**src/rtl/armleocpu_operand_fetch.sv**
```systemverilog
// Operand-fetch stage: reads both source registers on accept, holds one instruction,
// and tracks writeback hits so the delivered operands always reflect the latest value.
module armleocpu_operand_fetch (
    input  logic        clk,
    input  logic        rst_n,

    input  logic        i_valid,
    output logic        i_ready,
    input  logic [31:0] i_instr,
    input  logic [31:0] i_pc,

    output logic        rs1_read,
    output logic [4:0]  rs1_addr,
    input  logic [31:0] rs1_rdata,
    output logic        rs2_read,
    output logic [4:0]  rs2_addr,
    input  logic [31:0] rs2_rdata,

    input  logic [4:0]  wb_rd_addr,
    input  logic [31:0] wb_rd_wdata,
    input  logic        wb_rd_write,

    output logic        o_valid,
    input  logic        o_ready,
    output logic [31:0] o_instr,
    output logic [31:0] o_pc,
    output logic [31:0] o_rs1_data,
    output logic [31:0] o_rs2_data,

    input  logic        kill
);

    logic        o_valid_q, o_valid_d;
    logic [31:0] instr_q, instr_d;
    logic [31:0] pc_q, pc_d;
    logic [4:0]  a1_q, a1_d;
    logic [4:0]  a2_q, a2_d;
    logic        sel_1_q, sel_1_d;
    logic        sel_2_q, sel_2_d;
    logic [31:0] byp_1_q, byp_1_d;
    logic [31:0] byp_2_q, byp_2_d;
    logic        accept_s;

    // A writeback to x0 never counts as a hit.
    function automatic logic wb_hit(input logic wr, input logic [4:0] wa, input logic [4:0] a);
        return wr && (wa != 5'd0) && (wa == a);
    endfunction

    // Handshake and register-file read requests.
    always_comb begin
        i_ready  = rst_n && !kill && (!o_valid_q || o_ready);
        accept_s = i_valid && i_ready;
        rs1_addr = i_instr[19:15];
        rs2_addr = i_instr[24:20];
        rs1_read = accept_s;
        rs2_read = accept_s;
    end

    // Next-state: load on accept, otherwise snoop writebacks into the held operands.
    always_comb begin
        instr_d = instr_q;
        pc_d    = pc_q;
        a1_d    = a1_q;
        a2_d    = a2_q;
        sel_1_d = sel_1_q;
        sel_2_d = sel_2_q;
        byp_1_d = byp_1_q;
        byp_2_d = byp_2_q;

        if (accept_s) begin
            instr_d = i_instr;
            pc_d    = i_pc;
            a1_d    = rs1_addr;
            a2_d    = rs2_addr;
            if (wb_hit(wb_rd_write, wb_rd_addr, rs1_addr)) begin
                sel_1_d = 1'b1;
                byp_1_d = wb_rd_wdata;
            end else begin
                sel_1_d = 1'b0;
            end
            if (wb_hit(wb_rd_write, wb_rd_addr, rs2_addr)) begin
                sel_2_d = 1'b1;
                byp_2_d = wb_rd_wdata;
            end else begin
                sel_2_d = 1'b0;
            end
        end else if (o_valid_q) begin
            if (wb_hit(wb_rd_write, wb_rd_addr, a1_q)) begin
                sel_1_d = 1'b1;
                byp_1_d = wb_rd_wdata;
            end else begin
                sel_1_d = sel_1_q;
            end
            if (wb_hit(wb_rd_write, wb_rd_addr, a2_q)) begin
                sel_2_d = 1'b1;
                byp_2_d = wb_rd_wdata;
            end else begin
                sel_2_d = sel_2_q;
            end
        end else begin
            sel_1_d = sel_1_q;
            sel_2_d = sel_2_q;
        end

        if (kill) begin
            o_valid_d = 1'b0;
        end else if (accept_s) begin
            o_valid_d = 1'b1;
        end else if (o_ready) begin
            o_valid_d = 1'b0;
        end else begin
            o_valid_d = o_valid_q;
        end
    end

    // Stage registers.
    always_ff @(posedge clk or negedge rst_n) begin
        if (!rst_n) begin
            o_valid_q <= 1'b0;
            instr_q   <= 32'd0;
            pc_q      <= 32'd0;
            a1_q      <= 5'd0;
            a2_q      <= 5'd0;
            sel_1_q   <= 1'b0;
            sel_2_q   <= 1'b0;
            byp_1_q   <= 32'd0;
            byp_2_q   <= 32'd0;
        end else begin
            o_valid_q <= o_valid_d;
            instr_q   <= instr_d;
            pc_q      <= pc_d;
            a1_q      <= a1_d;
            a2_q      <= a2_d;
            sel_1_q   <= sel_1_d;
            sel_2_q   <= sel_2_d;
            byp_1_q   <= byp_1_d;
            byp_2_q   <= byp_2_d;
        end
    end

    // Operand selection: x0 reads as zero, a captured writeback wins over the register file.
    always_comb begin
        o_valid = o_valid_q;
        o_instr = instr_q;
        o_pc    = pc_q;
        if (a1_q == 5'd0) begin
            o_rs1_data = 32'd0;
        end else if (sel_1_q) begin
            o_rs1_data = byp_1_q;
        end else begin
            o_rs1_data = rs1_rdata;
        end
        if (a2_q == 5'd0) begin
            o_rs2_data = 32'd0;
        end else if (sel_2_q) begin
            o_rs2_data = byp_2_q;
        end else begin
            o_rs2_data = rs2_rdata;
        end
    end

endmodule

```
**config.mk**
```make
export PLATFORM = sky130hd
export DESIGN_NAME = armleocpu_operand_fetch
export DESIGN_NICKNAME = d
export VERILOG_FILES = /design/src/rtl/armleocpu_operand_fetch.sv
export SDC_FILE = /design/constraint.sdc
export NUM_CORES = 1
export LEC_CHECK = 0
export BUFFER_PORTS_ARGS = -buffer_cell sky130_fd_sc_hd__buf_2
export CAP_MARGIN = 40
export CORE_AREA = 2 2 122 124
export DETAILED_ROUTE_END_ITERATION = 12
export DIE_AREA = 0 0 124 126
export GPL_TIMING_DRIVEN = 0
export PLACE_DENSITY_LB_ADDON = 0.08
export SYNTH_ARGS = -nofsm -noshare
export SYNTH_HDL_FRONTEND = slang
export SYNTH_SLANG_ARGS = --single-unit
```
**constraint.sdc**
```tcl
create_clock -name clk -period 2.7 [get_ports clk]
set_input_delay 0.54 -clock clk [delete_from_list [all_inputs] [get_ports clk]]
set_output_delay 0.54 -clock clk [all_outputs]
set_load 0.03 [all_outputs]
```
After elaboration in Yosys (flattened, before gate mapping) --
Index checks and enable logic that the tools add are counted.
Word-level totals: word-level logic and storage cells 60, flip-flop bits (word level) 141, output and inout bits 142, bits of input ports 171
Operators by class: mux-type cells 23, reductions and logical operators 22, eq/ne operators 6
Operator list (number):
- 32-bit 2-to-1 mux | 12
- 5-bit == test | 4
- 1-bit 2-to-1 mux | 11
- 5-bit zero test | 2
- 1-bit logical AND | 8
- 3-bit AND reduction | 2
- 2-bit nonzero test | 3
- 5-bit nonzero test | 1
- 2-bit by 1-bit inequality test with 1-bit output (second input constant) | 2
- 2-bit AND reduction | 2
- 3-bit nonzero test | 1
- 1-bit zero test | 2
- 1-bit logical OR | 1

Depth between registers and ports, before layout --
Gate-level depths: netlist of the first run.
word-level depth 6, mapped depth 7, mapped depth without buffers 5

Least setup slack after synthesis of the first run --
Ideal clock, no wire load.
kind input to register, from in wb_rd_addr[1], to reg byp_2_q[10], library setup time 125 ps, slack 327 ps, arrival time 2248 ps, path buffers 2, required time 2575 ps, stages 7, cell sequence buf_2 or4_1 o21ai_2 a311oi_2 a22oi_4 buf_6 mux2_2
On the way: longest elaborated chain between the ends 5, elaborated cells on any way between the ends 9, those cells by class eq/ne (3); reduce/logical (6)
Ends and longest elaborated chain:
- from (decl) | RTL line 19 | input logic [4:0] wb_rd_addr,
- 5-bit nonzero test | RTL line 46 | return wr && (wa != 5'd0) && (wa == a);
- 1-bit logical AND (2 in series) | RTL line 46
- 2-bit by 1-bit inequality test with 1-bit output (no source line) or 2-bit nonzero test (tied branches)
- 3-bit AND reduction (no source line) *
- to (signal assigned) | RTL line 137 | byp_2_q <= byp_2_d;
- to (decl) | RTL line 41 | logic [31:0] byp_2_q, byp_2_d;
Every way passes the cells marked *; elsewhere a longest branch is shown, timed or not. A chain may end at the register's enable or synchronous reset.

==> impl_metrics.toml, run 1 <==
[run_status]
outcome = "completed"

[global_route]
grt_usage = 0.229
grt_pass1_wl_um = 27400
grt.overflow.total = 0
first_global_vias = 5680
grt_max_degree = 42
antenna_found_initial = 1

[setup_path]
critical-path-top-delay-family = "simple AND/OR/NAND/NOR gates"
cpMaxStageDelayCell = "or4_1"
critPathMaxStageDelay_ns = 0.60
crit_type = "flip-flop to output port"
crit_path_start_kind = "flip-flop"
r2r_cells = 6
worstPathArrival_ns = 2.12
path_cells = "or4_1, nor2_4, clkbuf_4, nor2_1, buf_2"
startpoint = "o_instr[22]$_DFFE_PN0P_"
crit_cells = 5
worstPathRequired_ns = 2.16
reg2reg_slack_ns = 0.77
cp-end-kind = "output port"
critPathBufInv = 2
r2r-start = "o_instr[22]$_DFFE_PN0P_"
worstPathMaxFanout = 10

[synthesis]
ys_top_cells_by_count = "192 x nand2_1, 131 x dfrtp_1, 67 x nor2_1, 64 x mux2i_1, 35 x mux2_2"
syn_area_per_cell_um2 = 10.2
synthesis.instances = 615
ys_seq_area_frac = 0.523
synth_area_leaders = "dfrtp_1 52%, nand2_1 12%, mux2i_1 10%"
syn_nets = 786
synthArstFlopShare = 1.00
synth_ff_type = "dfrtp_1"
synth_edf_count = 0
synth_seq_cells = 131
synth_top_area_frac = 0.523
ys_types = 27
syn_area_um2 = 6260
yosysTopAreaCell = "dfrtp_1"
synth.most_common_cell = "nand2_1"
synth.yosys.warnings = 0

[power_and_ir_drop]
power_density_nw_per_um2 = 737
p_leak_nw = 4.87
ir_drop_mv = 0.532
combPwrFrac = 0.290
switchingPower_mw = 2.24
clkPwrFrac = 0.321
swShare = 0.345
seqPwrFrac = 0.390
intPower_mw = 4.25

[timing]
hold_violations = 0
fin_ws_ns = 0.0418
maxSlewViolCount = 0
worst_pin_slew_ns = 0.588
period_minus_slack_ns = 2.66
slew_headroom = 0.608
rsz0062_at_grt = "yes"
max_clock_freq_ghz = 0.376
finalClockSkew_ns = 0.00963
final.period_utilization = 0.985
setup_viol = 0

[cells_and_area]
diodes = 0
finalNetCount = 1119
synthToLayoutAreaGrowth_pct = 40.7
drive_gt1_frac = 0.437
fin_util = 0.616

[cts]
cts_tree = "yes"
ctsRootBufferMaster = "clkbuf_16"
path_clk_slew_ns = 0.05
clkSinkCount = 131
worstSkewPairLatency_ns = 0.42
numCtsBuffers = 17
htree_levels = 4
clockBufferDepth = 2

[floorplan]
dieArea_um2 = 15600
num_rows = 44
io_pins = 313
die_w_um = 124
coreArea_um2 = 14300
die_h_um = 126
start_util = 0.438

[placement]
gp_congestion = 0.822
preCtsSetupSlack_ns = -0.861
dp_hpwl_um = 13500
portBuffers = 307

[route]
final_antenna_net_count = 0
drt_wl_total_um = 17800
drt_pre_antenna_iters = 4
first_iter_violations = 208
wl_per_cell_um = 15.6
viasPerCell = 4.76
drc_errors = 0
vias = 5451

[job]
cap_violations = 0

[min_path]
min_path_type = "input pin to async pin"
==> final timing paths <==
path / end
max: o_rs2_data[15]
min: byp_2_q[25]$_DFFE_PN0P_
max reg2reg: byp_2_q[3]$_DFFE_PN0P_
min reg2reg: o_pc[22]$_DFFE_PN0P_
max in group asynchronous: byp_1_q[13]$_DFFE_PN0P_
min in group clk: o_instr[6]$_DFFE_PN0P_
==> layout by cell type, fill, tap and decap left out, types with 2 or more instances in the layout <==
cell,count
clkinvlp_4,4
a22oi_4,2
buf_2,308
a21oi_1,2
dfrtp_1,131
xor2_1,8
bufbuf_16,2
mux2_1,29
mux2i_1,64
clkbuf_2,6
clkbuf_16,17
nor3_1,4
mux2_2,35
nand2_1,192
or4_1,2
o2bb2ai_1,2
inv_1,2
clkbuf_8,6
clkbuf_1,18
xnor2_1,12
buf_1,2
buf_16,2
buf_4,14
clkinv_2,5
nand3_1,4
buf_6,6
nor2_4,2
nor2_1,65
clkbuf_4,3
==> worst register-to-register path, cell delays in order, from the launching register on <==
cell,delay (ns)
dfrtp_1,0.42
xnor2_1,0.17
nand3_1,0.09
nor3_1,0.45
a22oi_4,0.16
buf_6,0.20
mux2_1,0.32
==> per-stage QoR <==
step	instances	area, µm²	total power [mW]	hold slack, ns	TNS [ns]
after CTS	1144	8800	6.55	0.0601	0
after detailed placement	1107	8060	4.40	0.458	-39.43
after global routing	1145	8810	6.82	0.0644	-0.214
after floorplan	615	6260	3.73	0.244	0
final	1145	8810	6.49	0.0682	0
after global placement	1106	8030	4.35	0.455	-295.28
==> what timing repair did <==
action,CTS,global route
endpoints found under the setup margin,73,46
buffers inserted,1,0
endpoints found under the hold margin,29,0
hold buffers,2,0
gates resized for setup,31,4
pin swaps,1,1
cloned,2,0
==> layout make-up <==
class,instances,area (µm²)
fillers,1270,5500
flip-flops and latches,131,3280
multi-input cells,432,2730
repair buffers,314,1700
clock buffers,23,488
plain buffers,50,323
well taps,184,230
clock inverters,9,55.1
inverters,2,7.51
==> sequential cells by signal, indices dropped and copies added (netlist names) <==
signal and cells:
byp_1_q 32, byp_2_q 32, o_instr 32, o_pc 32
o_valid 1, sel_1_q 1, sel_2_q 1
==> kinds of logic after synthesis <==
logic type,after synthesis,synth area share
simple gates,275,0.170
compound gates,9,0.0158
mux,128,0.217
buf+inv,52,0.0454
flops,131,0.523
xor+xnor,20,0.0280
==> power groups by stage <==
| stage | clock, mW | sequential [mW] | combinational [mW] |
|---|---|---|---|
| 2_1_floorplan | 0 | 2.84 | 0.898 |
| 3_3_place_gp | 0 | 2.54 | 1.81 |
| 3_5_place_dp | 0 | 2.55 | 1.85 |
| 4_1_cts | 2.12 | 2.53 | 1.90 |
| 5_1_grt | 2.21 | 2.57 | 2.03 |
| 6_report | 2.08 | 2.53 | 1.88 |
==> per-layer routing <==
| metal | track usage | vias to the layer above | wire length (µm) |
|---|---|---|---|
| li1 | - | 2659 | - |
| met1 | 0.256 | 2536 | 7220 |
| met2 | 0.399 | 226 | 8780 |
| met3 | 0.0743 | 28 | 1500 |
| met4 | 0.0899 | 2 | 337 |
| met5 | 0 | - | 11 |
Note: power is estimated with default switching activity, not from simulation.
==> inputs of run 2 (changes only) <==
--- a/config.mk
+++ b/config.mk
@@ -7,9 +7,10 @@
 export LEC_CHECK = 0
 export BUFFER_PORTS_ARGS = -buffer_cell sky130_fd_sc_hd__buf_2
 export CAP_MARGIN = 40
-export CORE_AREA = 2 2 122 124
+export CELL_PAD_IN_SITES_DETAIL_PLACEMENT = 1
+export CELL_PAD_IN_SITES_GLOBAL_PLACEMENT = 1
+export CORE_UTILIZATION = 36
 export DETAILED_ROUTE_END_ITERATION = 12
-export DIE_AREA = 0 0 124 126
 export GPL_TIMING_DRIVEN = 0
 export PLACE_DENSITY_LB_ADDON = 0.08
 export SYNTH_ARGS = -nofsm -noshare
==> impl_metrics.toml, run 2 (same netlist as run 1, synthesis figures left out) <==
[run_status]
outcome = "completed"

[floorplan]
io_pins = 313
start_util = 0.374
num_rows = 47
dieArea_um2 = 17900
coreArea_um2 = 16800
die_w_um = 134
die_h_um = 134

[job]
cap_violations = 0

[route]
drt_wl_total_um = 20600
vias = 5584
viasPerCell = 4.74
wl_per_cell_um = 17.5
final_antenna_net_count = 0
drc_errors = 0
first_iter_violations = 109
drt_pre_antenna_iters = 4

[power_and_ir_drop]
fin_total_pwr_mw = 6.81
power_density_nw_per_um2 = 765
ir_drop_mv = 0.438
p_leak_nw = 4.89

[cts]
clkSinkCount = 131
ctsRootBufferMaster = "clkbuf_16"
worstSkewPairLatency_ns = 0.42
postCtsSetupBuffers = 0
numCtsBuffers = 17
clockBufferDepth = 2
path_clk_slew_ns = 0.05
cts_tree = "yes"
htree_levels = 4

[setup_path]
startpoint = "o_instr[20]$_DFFE_PN0P_"
r2r_end = "byp_2_q[11]$_DFFE_PN0P_"
crit_path_start_kind = "flip-flop"
worstPathMaxFanout = 10
worstPathRequired_ns = 2.16
cp-end-kind = "output port"
r2r-start = "o_instr[22]$_DFFE_PN0P_"
worstPathArrival_ns = 2.07
endpoint = "o_rs2_data[12]"
r2r_cells = 6
reg2reg_slack_ns = 0.76
crit_type = "flip-flop to output port"

[placement]
portBuffers = 307
gp_congestion = 0.787
placedCellCount = 1143
dp_hpwl_um = 15400
preCtsSetupSlack_ns = -1.10

[timing]
period_minus_slack_ns = 2.61
max_clock_freq_ghz = 0.384
worst_pin_slew_ns = 0.519
slew_headroom = 0.654
rsz0062_at_grt = "no"
setup_viol = 0
maxSlewViolCount = 0
fin_ws_ns = 0.0933
hold_violations = 0
finalClockSkew_ns = 0.00746
final.period_utilization = 0.965

[global_route]
grt_usage = 0.239
grt_pass1_wl_um = 32700
grt.overflow.total = 0
antenna_found_initial = 1
first_global_vias = 6182
grt_max_degree = 40

[cells_and_area]
n_fill_cell = 2004
final_cell_mix = "307 x buf_2, 192 x nand2_1, 131 x dfrtp_1"
final_common_cell = "buf_2"
fin_cells = 1177
finalNetCount = 1116
synthToLayoutAreaGrowth_pct = 42.3
drive_gt1_frac = 0.437

[min_path]
min_path_type = "input pin to async pin"
## run 2: worst min-delay path by stage
stage / end / startpoint / slack [ns]
global route: o_instr[28]$_DFFE_PN0P_ / rst_n / 0.07
finish: o_instr[30]$_DFFE_PN0P_ / rst_n / 0.07
global placement: o_pc[20]$_DFFE_PN0P_ / o_pc[20]$_DFFE_PN0P_ / 0.45
CTS: o_instr[4]$_DFFE_PN0P_ / rst_n / 0.06
floorplan: byp_1_q[0]$_DFFE_PN0P_ / rst_n / 0.24
detailed placement: o_instr[25]$_DFFE_PN0P_ / o_instr[25]$_DFFE_PN0P_ / 0.46
## run 2: final cells by class
| cell class | instances | area [µm²] | area share |
|---|---|---|---|
| Antenna cell | 1 | 2.50 | 0.000281 |
| Buffer | 50 | 347 | 0.0389 |
| Clock buffer | 18 | 429 | 0.0482 |
| Clock inverter | 12 | 165 | 0.0185 |
| Inverter | 2 | 7.51 | 0.000843 |
| Multi-Input combinational cell | 432 | 2730 | 0.306 |
| Sequential cell | 131 | 3280 | 0.368 |
| Tap cell | 220 | 275 | 0.0309 |
| Timing Repair Buffer | 311 | 1670 | 0.188 |
## run 2: per-stage QoR
| step | TNS (ns) | cell area, µm² | hold WS [ns] | util |
|---|---|---|---|---|
| global route | 0 | 8910 | 0.0653 | 0.531 |
| global placement | -323.57 | 8070 | 0.454 | 0.482 |
| floorplan | 0 | 6260 | 0.244 | - |
| finish | 0 | 8910 | 0.0729 | 0.532 |
| detailed placement | -66.61 | 8110 | 0.462 | 0.484 |
| CTS | 0 | 8890 | 0.0588 | 0.530 |
## run 2: metal layers
layer	global-route usage	share of wire	up-vias
met5	0	0	-
met4	0.0751	0.015	0
met3	0.0805	0.080	21
met2	0.430	0.52	203
met1	0.263	0.38	2720
li1	-	-	2640
## run 2: what timing repair did
action / CTS / global route
gates resized for setup: 34 / 8
setup endpoints to repair: 154 / 33
hold buffers: 1 / 0
pin swaps: 1 / 3
gates cloned: 2 / 0
endpoints found under the hold margin: 39 / 0
## run 2: worst max-delay path, cell delays in order (launching register included)
cell	delay, ns
dfrtp_1	0.41
or4_4	0.56
nor2_4	0.25
buf_6	0.19
nor2_1	0.06
buf_2	0.17
## run 2: power by group
part | total [mW] | switching [mW] | leakage, nW | internal [mW]
clock | 2.35 | 0.831 | 0.291 | 1.52
combinational | 1.93 | 1.24 | 2.90 | 0.681
sequential | 2.53 | 0.220 | 1.70 | 2.31
total | 6.81 | 2.29 | 4.89 | 4.52
==> inputs of run 3 (changes only) <==
--- a/config.mk
+++ b/config.mk
@@ -9,10 +9,11 @@
 export CAP_MARGIN = 40
 export CELL_PAD_IN_SITES_DETAIL_PLACEMENT = 1
 export CELL_PAD_IN_SITES_GLOBAL_PLACEMENT = 1
+export CORE_MARGIN = 2
 export CORE_UTILIZATION = 36
 export DETAILED_ROUTE_END_ITERATION = 12
 export GPL_TIMING_DRIVEN = 0
-export PLACE_DENSITY_LB_ADDON = 0.08
+export PLACE_DENSITY_LB_ADDON = 0.1
 export SYNTH_ARGS = -nofsm -noshare
 export SYNTH_HDL_FRONTEND = slang
 export SYNTH_SLANG_ARGS = --single-unit
==> impl_metrics.toml, run 3 (same netlist as run 1, synthesis figures left out) <==
[floorplan]
start_util = 0.365
die_h_um = 136
die_w_um = 136
num_rows = 48
io_pins = 313
coreArea_um2 = 17200
dieArea_um2 = 18500

[min_path]
min_path_type = "input pin to async pin"

[placement]
portBuffers = 307
placedCellCount = 1148
gp_congestion = 0.773
dp_hpwl_um = 16000
place_area_um2 = 8110

[setup_path]
worstPathRequired_ns = 2.16
crit_path_start_kind = "flip-flop"
r2r-start = "o_valid$_DFFE_PN0P_"
worstPathMaxFanout = 10
crit_type = "flip-flop to output port"
cp-end-kind = "output port"
worstPathArrival_ns = 2.14
startpoint = "o_instr[22]$_DFFE_PN0P_"

[global_route]
antenna_found_initial = 2
first_global_vias = 6072
met2_usage = 0.406
grt_usage = 0.224
use_met3 = 0.0835
grt_pass1_wl_um = 31900
busiest_layer = "met2"
grt_max_degree = 73
use_met1 = 0.241
grt.overflow.total = 0

[cts]
ctsRootBufferMaster = "clkbuf_16"
clockBufferDepth = 2
path_clk_slew_ns = 0.06
numCtsBuffers = 17
htree_levels = 4
clkSinkCount = 131
cts_tree = "yes"
worstSkewPairLatency_ns = 0.41

[route]
final_antenna_net_count = 0
vias = 5589
drt_pre_antenna_iters = 4
drc_errors = 0
viasPerCell = 4.72
wl_per_cell_um = 17.4
drt_wl_total_um = 20500
first_iter_violations = 133

[timing]
worst_pin_slew_ns = 0.511
setup_viol = 0
hold_violations = 0
rsz0062_at_grt = "yes"
slew_headroom = 0.660
maxSlewViolCount = 0
max_clock_freq_ghz = 0.374
period_minus_slack_ns = 2.68
final.period_utilization = 0.991
finalClockSkew_ns = 0.00683

[cells_and_area]
fin_cells = 1184
drive_gt1_frac = 0.434
final_cell_mix = "308 x buf_2, 192 x nand2_1, 131 x dfrtp_1"
fin_area_um2 = 8790
final_common_cell = "buf_2"
synthToLayoutAreaGrowth_pct = 40.3
finalNetCount = 1116

[power_and_ir_drop]
power_density_nw_per_um2 = 754
p_leak_nw = 4.83
ir_drop_mv = 0.391

[job]
cap_violations = 0

[run_status]
outcome = "completed"
[run 3: report_power, final]
part           total (mW)  leakage [nW]  switching (mW)  internal [mW]
Sequential           2.53          1.70           0.219           2.31
Combinational        1.90          2.85            1.24          0.655
Clock                2.19         0.274           0.849           1.35
[run 3: final timing paths]
check | endpoint | slack [ns] | depth (start not counted)
min in group clk | o_instr[13]$_DFFE_PN0P_ | 0.32 | 3
max | o_rs2_data[15] | 0.02 | 5
min reg2reg | o_pc[5]$_DFFE_PN0P_ | 0.47 | 2
max reg2reg | o_instr[18]$_DFFE_PN0P_ | 0.70 | 7
max in group asynchronous | byp_1_q[4]$_DFFE_PN0P_ | 1.84 | 2
min | o_instr[15]$_DFFE_PN0P_ | 0.003 | 1
[run 3: timing repair]
action | CTS | global route
resized for setup | 26 | 8
endpoints found under the hold margin | 0 | 3
buffers inserted | 0 | 1
endpoints found under the setup margin | 62 | 62
hold buffers | 0 | 2
pin swaps | 0 | 1
[run 3: stage by stage]
stage,power [mW],util,TNS (ns),hold WS [ns],setup slack [ns]
after detailed placement,4.45,0.472,-10.17,0.457,-0.523
after floorplan,3.73,-,0,0.244,0.327
after global routing,6.99,0.512,-1.12,0.00457,-0.0444
after CTS,6.71,0.509,-0.00112,0.00377,-0.00112
final,6.63,0.512,0,0.00272,0.0240
after global placement,4.37,0.470,-314.08,0.454,-2.29
[run 3: cell type report]
type | count | area (µm²)
Fill cell | 2073 | 8390
Sequential cell | 131 | 3280
Multi-Input combinational cell | 432 | 2720
Timing Repair Buffer | 311 | 1610
Clock buffer | 17 | 425
Buffer | 50 | 314
Tap cell | 225 | 282
Clock inverter | 15 | 143
Inverter | 2 | 7.51
Antenna cell | 1 | 2.50
[run 3: layer usage]
layer  up-vias  part of all wire
li1       2648                 -
met1      2703              0.38
met2       203              0.51
met3        31             0.091
met4         4             0.017
met5         -            0.0012
[run 3: worst max-delay path, cell delays in order, from the launching register on]
cell	delay, ns
dfrtp_1	0.41
or4_1	0.59
nor2_4	0.25
buf_4	0.23
nor2_1	0.07
buf_2	0.17
